## config.mk

```make
export PLATFORM = sky130hd
export DESIGN_NAME = branch_predictor_bht
export DESIGN_NICKNAME = d
export VERILOG_FILES = /design/src/rtl/bp_pkg.sv /design/src/rtl/bp_pht.sv /design/src/rtl/branch_predictor_bht.sv
export SDC_FILE = /design/constraint.sdc
export NUM_CORES = 2
export LEC_CHECK = 0
export ABC_AREA = 1
export BUFFER_PORTS_ARGS = -buffer_cell sky130_fd_sc_hd__buf_2
export CORE_UTILIZATION = 30
export DETAILED_ROUTE_END_ITERATION = 6
export PLACE_DENSITY = 0.5
export RECOVER_POWER = 25
export SYNTH_ARGS = -nofsm -noshare
export SYNTH_HDL_FRONTEND = slang
export SYNTH_SLANG_ARGS = --single-unit
```

## constraint.sdc

```tcl
create_clock -name clk_i -period 5.8 [get_ports clk_i]
set_clock_uncertainty 0.2 [all_clocks]
set_input_delay 1.16 -clock clk_i [delete_from_list [all_inputs] [get_ports clk_i]]
set_output_delay 1.16 -clock clk_i [all_outputs]
set_load 0.02 [all_outputs]
```

## src/rtl/bp_pkg.sv

```systemverilog
// Shared types and helpers for the branch predictor: 2-bit counter type and its update rule.
// Latency: n/a (package only).
// Backpressure: n/a (package only).
package bp_pkg;

   typedef logic [1:0] ctr_t;

   localparam ctr_t CTR_SNT = 2'd0;
   localparam ctr_t CTR_WNT = 2'd1;
   localparam ctr_t CTR_WT  = 2'd2;
   localparam ctr_t CTR_ST  = 2'd3;

   // Saturating step of a 2-bit counter toward the observed outcome.
   function automatic ctr_t sat_update(input ctr_t c, input logic taken);
      ctr_t r;
      r = c;
      if (taken) begin
         if (c != CTR_ST) r = c + 2'd1;
      end else begin
         if (c != CTR_SNT) r = c - 2'd1;
      end
      return r;
   endfunction

endpackage

```

## src/rtl/bp_pht.sv

```systemverilog
// Pattern history table: array of 2-bit saturating counters, one read port, one update port.
// Latency: combinational read of registered counters; update lands on the next clock edge.
// Backpressure: none; an update is accepted every cycle wr_en_i is high.
module bp_pht
   import bp_pkg::*;
#(
   parameter int ENTRIES = 64,
   parameter int IDX_W   = 6
) (
   input  logic             clk_i,
   input  logic             rst_i,
   input  logic [IDX_W-1:0] rd_idx_i,
   output logic             rd_taken_o,
   input  logic             wr_en_i,
   input  logic [IDX_W-1:0] wr_idx_i,
   input  logic             wr_is_jump_i,
   input  logic             wr_taken_i
);

   ctr_t ctr_q [ENTRIES];

   // Counters reset to weakly-not-taken; jumps pin their counter to strongly taken.
   always_ff @(posedge clk_i) begin
      if (rst_i) begin
         for (int i = 0; i < ENTRIES; i++) ctr_q[i] <= CTR_WNT;
      end else if (wr_en_i) begin
         ctr_q[wr_idx_i] <= wr_is_jump_i ? CTR_ST : sat_update(ctr_q[wr_idx_i], wr_taken_i);
      end
   end

   // MSB of the counter is the taken prediction.
   assign rd_taken_o = ctr_q[rd_idx_i][1];

endmodule

```

## src/rtl/branch_predictor_bht.sv

```systemverilog
// Dynamic branch predictor: tagged direct-mapped BTB plus 2-bit PHT, bimodal or gshare indexed.
// Latency: lookup is combinational from registered state; updates take effect the next cycle.
// Backpressure: none; one lookup and one resolved update per cycle. Optional macro BP_STATS_EN adds stat counters.
module branch_predictor_bht
   import bp_pkg::*;
#(
   parameter int XLEN    = 32,
   parameter int ENTRIES = 64,
   parameter int TAG_W   = 8,
   parameter int GHR_W   = 0
) (
   input  logic                                  clk_i,
   input  logic                                  rst_i,
   input  logic [XLEN-1:0]                       pc_if_i,
   output logic                                  pred_taken_o,
   output logic [XLEN-1:0]                       pred_target_o,
   output logic [((GHR_W > 0) ? GHR_W : 1)-1:0]  pred_ghr_o,
   input  logic                                  upd_valid_i,
   input  logic                                  upd_is_jump_i,
   input  logic [XLEN-1:0]                       upd_pc_i,
   input  logic                                  upd_taken_i,
   input  logic [XLEN-1:0]                       upd_target_i,
   input  logic                                  upd_pred_taken_i,
   input  logic [XLEN-1:0]                       upd_pred_target_i,
   input  logic [((GHR_W > 0) ? GHR_W : 1)-1:0]  upd_ghr_i,
   output logic                                  mispredict_o,
   output logic [XLEN-1:0]                       redirect_pc_o
`ifdef BP_STATS_EN
   ,
   output logic [31:0]                           stat_branches_o,
   output logic [31:0]                           stat_mispred_o
`endif
);

   localparam int IDX_W = $clog2(ENTRIES);
   localparam int GW    = (GHR_W > 0) ? GHR_W : 1;

   // History folded into the index; bimodal builds ignore history entirely.
   function automatic logic [IDX_W-1:0] ghr_fold(input logic [GW-1:0] g);
      if (GHR_W > 0) return IDX_W'(g);
      else           return '0;
   endfunction

   logic [ENTRIES-1:0] btb_valid;
   logic [TAG_W-1:0]   btb_tag    [ENTRIES];
   logic [XLEN-1:0]    btb_target [ENTRIES];
   logic [GW-1:0]      ghr;

   logic [IDX_W-1:0]   if_idx, upd_idx, if_pht_idx, upd_pht_idx;
   logic [TAG_W-1:0]   if_tag, upd_tag;
   logic               hit, pht_taken, btb_write;

   assign if_idx      = pc_if_i[IDX_W+1:2];
   assign if_tag      = pc_if_i[IDX_W+TAG_W+1:IDX_W+2];
   assign upd_idx     = upd_pc_i[IDX_W+1:2];
   assign upd_tag     = upd_pc_i[IDX_W+TAG_W+1:IDX_W+2];
   assign if_pht_idx  = if_idx ^ ghr_fold(ghr);
   // Update uses the history snapshot taken at fetch so it trains the same counter that predicted.
   assign upd_pht_idx = upd_idx ^ ghr_fold(upd_ghr_i);
   // Only taken outcomes allocate or overwrite a BTB entry.
   assign btb_write   = upd_valid_i && upd_taken_i;

   bp_pht #(
      .ENTRIES (ENTRIES),
      .IDX_W   (IDX_W)
   ) u_pht (
      .clk_i        (clk_i),
      .rst_i        (rst_i),
      .rd_idx_i     (if_pht_idx),
      .rd_taken_o   (pht_taken),
      .wr_en_i      (upd_valid_i),
      .wr_idx_i     (upd_pht_idx),
      .wr_is_jump_i (upd_is_jump_i),
      .wr_taken_i   (upd_taken_i)
   );

   // BTB valid bits: cleared by reset, set on a taken update.
   always_ff @(posedge clk_i) begin
      if (rst_i) begin
         btb_valid <= '0;
      end else if (btb_write) begin
         btb_valid[upd_idx] <= 1'b1;
      end
   end

   // BTB tag/target payload: no reset needed, guarded by the valid bit.
   always_ff @(posedge clk_i) begin
      if (btb_write) begin
         btb_tag[upd_idx]    <= upd_tag;
         btb_target[upd_idx] <= upd_target_i;
      end
   end

   // Non-speculative global history: shifts only on resolved conditional branches.
   always_ff @(posedge clk_i) begin
      if (rst_i) begin
         ghr <= '0;
      end else if (upd_valid_i && !upd_is_jump_i && (GHR_W > 0)) begin
         ghr <= GW'({ghr, upd_taken_i});
      end
   end

   // Fetch-side lookup; reset forces a not-taken, sequential prediction.
   always_comb begin
      hit           = btb_valid[if_idx] && (btb_tag[if_idx] == if_tag);
      pred_taken_o  = !rst_i && hit && pht_taken;
      pred_target_o = pred_taken_o ? btb_target[if_idx] : pc_if_i + XLEN'(4);
      pred_ghr_o    = ghr;
   end

   // Resolution check: wrong direction, or taken with the wrong target.
   always_comb begin
      mispredict_o  = upd_valid_i &&
                      ((upd_taken_i != upd_pred_taken_i) ||
                       (upd_taken_i && (upd_target_i != upd_pred_target_i)));
      redirect_pc_o = upd_taken_i ? upd_target_i : upd_pc_i + XLEN'(4);
   end

`ifdef BP_STATS_EN
   // Saturating event counters for conditional branches and mispredicted cycles.
   always_ff @(posedge clk_i) begin
      if (rst_i) begin
         stat_branches_o <= '0;
         stat_mispred_o  <= '0;
      end else begin
         if (upd_valid_i && !upd_is_jump_i && (stat_branches_o != '1))
            stat_branches_o <= stat_branches_o + 32'd1;
         if (mispredict_o && (stat_mispred_o != '1))
            stat_mispred_o <= stat_mispred_o + 32'd1;
      end
   end
`endif

endmodule

```

==> flow_summary.ini <==
[critical_path]
reg2reg_to = u_pht.ctr_q[29][0]
crit_chain = buf_8, buf_12, buf_4, buf_4, o21ai_0, o22ai_1, nand2_1, nand3_1, o21ai_0, buf_4, o21ai_0, buf_4, nand3_1, nand2_1, buf_2
cp.arrival_ns = 4.33
path_common_cell = buf_4
crit_slowest_cell = buf_4
startpoint_type = input port
rrSetupSlack_ns = 2.98
critical_path_class = input port to primary output
path_max_fanout = 47
cp.required_ns = 4.44
reg2reg_depth = 10
cp_slowest_stage_delay_ns = 0.43
end_kind = primary output
reg2reg_from = u_pht.ctr_q[33][1]

[timing]
hold_ws_ns = 0.257
slew_headroom_pct = -117
maxSlewViolCount = 1090
worst_slack_ns = 0.107
rsz0062_at_grt = false
finalSetupViolCount = 0
layout_min_cycle_time_ns = 5.69
period_share_pct = 98.2
hold_viol_final = 0
clock.fmax_mhz = 176
worst_pin_slew_ns = 3.26

[power]
power_density_nw_per_um2 = 330
p_leak_nw = 43.6
vdd_drop_max_v = 0.000210
totalPowerFinal_mw = 43.5

[final_layout]
final_nets = 9759
syn2layout_area_growth_pct = 17.1
drive_above_1_share_pct = 11.6
stdcell_area_um2 = 132000
fillers = 36224

[worst_hold_path]
worstHoldPathCells = 2
min_to = btb_valid[26]
hp-start = btb_valid[26]
hold_class = register to register

[global_routing]
grt_overflow_total = 0
grt_pass1_wl_mm = 571
grt_pass1_vias = 75678
grt_use_total_pct = 21.0
antenna_found_initial = 43
grt_max_degree = 129

[cts]
numCtsBuffers = 295
cts_setup_buffers = 0
cts_max_level = 5
clk-insertion-delay-late_ns = 0.87
cts_hold_buffers = 0
cts.sinks = 2752
clkSlewWorstSetupHoldPaths_ns = 0.07
cts_tree = done
clockBufferDepth = 4
root_buffer = clkbuf_16

[route]
wl_per_cell_um = 27.7
drc = 0
wirelength_mm = 410
drtAntennaViolNets = 0
num_vias = 78992
drtPass1Iterations = 6
vias_per_cell = 5.33
drtIter0Drc = 8747

[place]
dpl_worst_slack_ns = -0.307
port_buffers = 199
place_area_um2 = 123000
gp_congestion = 0.867
hpwl_mm = 244

[yosys]
synth_edf_count = 2688
yosys.area.top_type_share_pct = 71.7
synthArstFlopShare_pct = 0
ys.flop_type = edfxtp_1
avgSynthCellArea_um2 = 12.1
ys_types = 50
yosys-top-cells-area = edfxtp_1 72%, o21ai_0 5.5%, nor2_1 5.2%
syn_area_um2 = 113000
synth_seq_cells = 2752
seq_area_frac_synth_pct = 72.8
postSynthCellCount = 9279
synth.largest_area_cell = edfxtp_1
ys_warn_count = 0
synthesis.nets = 9416

[floorplanning]
die_h_um = 615
rows = 224
core_um2 = 373000
die-area_um2 = 378000
die_w_um = 615
initial_core_util_pct = 30.2
boundaryPins = 202

[run]
maxCapViolations = 25

[status]
violations = max-capacitance violations, max-slew violations
outcome = finished with violations
layout make-up:
cell class                 instances  area (um2)  share of cell area [%]
timing repair buffer             685        6320                    4.80
antenna                           24        60.1                  0.0456
inverter                         313        1220                   0.926
clock buffer                     368        7930                    6.02
multi-input combinational       5575       26800                    20.4
tap                             4972        6220                    4.72
sequential                      2752       82000                    62.2
clock inverter                   131        1240                   0.940
sequential cells by signal (all words and copies together), names as in the netlist:
| signal | count |
|---|---|
| btb_valid | 64 |
| u_pht.ctr_q | 128 |
| btb_target | 2048 |
| btb_tag | 512 |
per-stage QoR:
| step | TNS [ns] | instances | utilization, % |
|---|---|---|---|
| after floorplan | 0 | 9279 | - |
| after global placement | -0.321 | 14296 | 32.9 |
| after detailed placement | -0.307 | 14296 | 32.9 |
| after CTS | 0 | 14795 | 35.4 |
| after global routing | 0 | 14801 | 35.4 |
| final | 0 | 14820 | 35.4 |
how the worst max path moves through the flow:
stage / cells past startpoint / start / to
after floorplan: 7 / upd_pc_i[2] / btb_tag[39][0]
after global routing: 17 / pc_if_i[3] / pred_target_o[24]
after detailed placement: 16 / pc_if_i[2] / pred_target_o[20]
after global placement: 16 / pc_if_i[2] / pred_target_o[20]
final: 15 / pc_if_i[3] / pred_target_o[19]
after CTS: 16 / pc_if_i[3] / pred_target_o[10]
where the power goes:
part | switching, mW | internal (mW)
Combinational | 2.31 | 0.821
Clock | 7.76 | 10.6
Sequential | 0.0296 | 21.9
Total | 10.1 | 33.4
cell usage in the layout (no fill, tap or decap), drive strengths merged:
cell type     n
nor3         29
nor2       1574
a22oi        12
buf         624
conb          1
o21ai      1265
o211ai      102
o22ai       332
nand3b        2
inv         318
a41oi         1
nor3b         2
clkbuf      429
o21a         20
diode        24
o2111ai       7
xor2         38
a22o          4
a221oi       10
o2bb2ai       2
a21oi       185
bufinv       21
clkinv       94
or2           9
a31oi        11
ha            2
a211oi        2
xnor2        15
nor4          7
clkinvlp     11
nand2      1168
o221ai      189
nand3       543
dfxtp        64
nand4        43
edfxtp     2688
cells by family (layout without fill, tap and decap cells):
| group | after synthesis | in the layout | synth area share (%) |
|---|---|---|---|
| buffers and inverters | 952 | 1497 | 3.63 |
| AND/OR/NAND/NOR | 3377 | 3377 | 12.2 |
| flip-flops | 2752 | 2752 | 72.8 |
| AO/OA/AOI/OAI | 2142 | 2142 | 10.9 |
| XOR/XNOR | 53 | 53 | 0.412 |
| adder cells (fa/ha/maj) | 2 | 2 | 0.0222 |
| other | 1 | 25 | 0.00333 |
metal layers:
metal	wire length (um)	track usage, %	vias up
li1	-	-	34415
met1	172000	28.3	40674
met2	195000	34.8	3256
met3	28600	2.71	637
met4	15400	7.26	10
met5	62	0	-
critical path, delay by kind of cell:
family	cells	cell delay (ns)
buffers and inverters	7	1.85
AND/OR/NAND/NOR	4	0.44
AO/OA/AOI/OAI	4	0.73
synthesized netlist by cell type, drive strengths merged (2+ instances only):
master and instances:
a211oi 2, a21oi 185, a221oi 10, a22o 4
a22oi 12, a31oi 11, buf 284, clkbuf 355
clkinv 4, dfxtp 64, edfxtp 2688, ha 2
inv 309, nand2 1168, nand3 543, nand3b 2
nand4 43, nor2 1574, nor3 29, nor3b 2
nor4 7, o2111ai 7, o211ai 102, o21a 20
o21ai 1265, o221ai 189, o22ai 332, o2bb2ai 2
or2 9, xnor2 15, xor2 38
what timing repair did:
action,4_1_cts,5_1_grt
cloned,0,1
resized for setup,2,1
endpoints found under the setup margin,1,29
No activity file was read; power rests on OpenSTA's default activity.
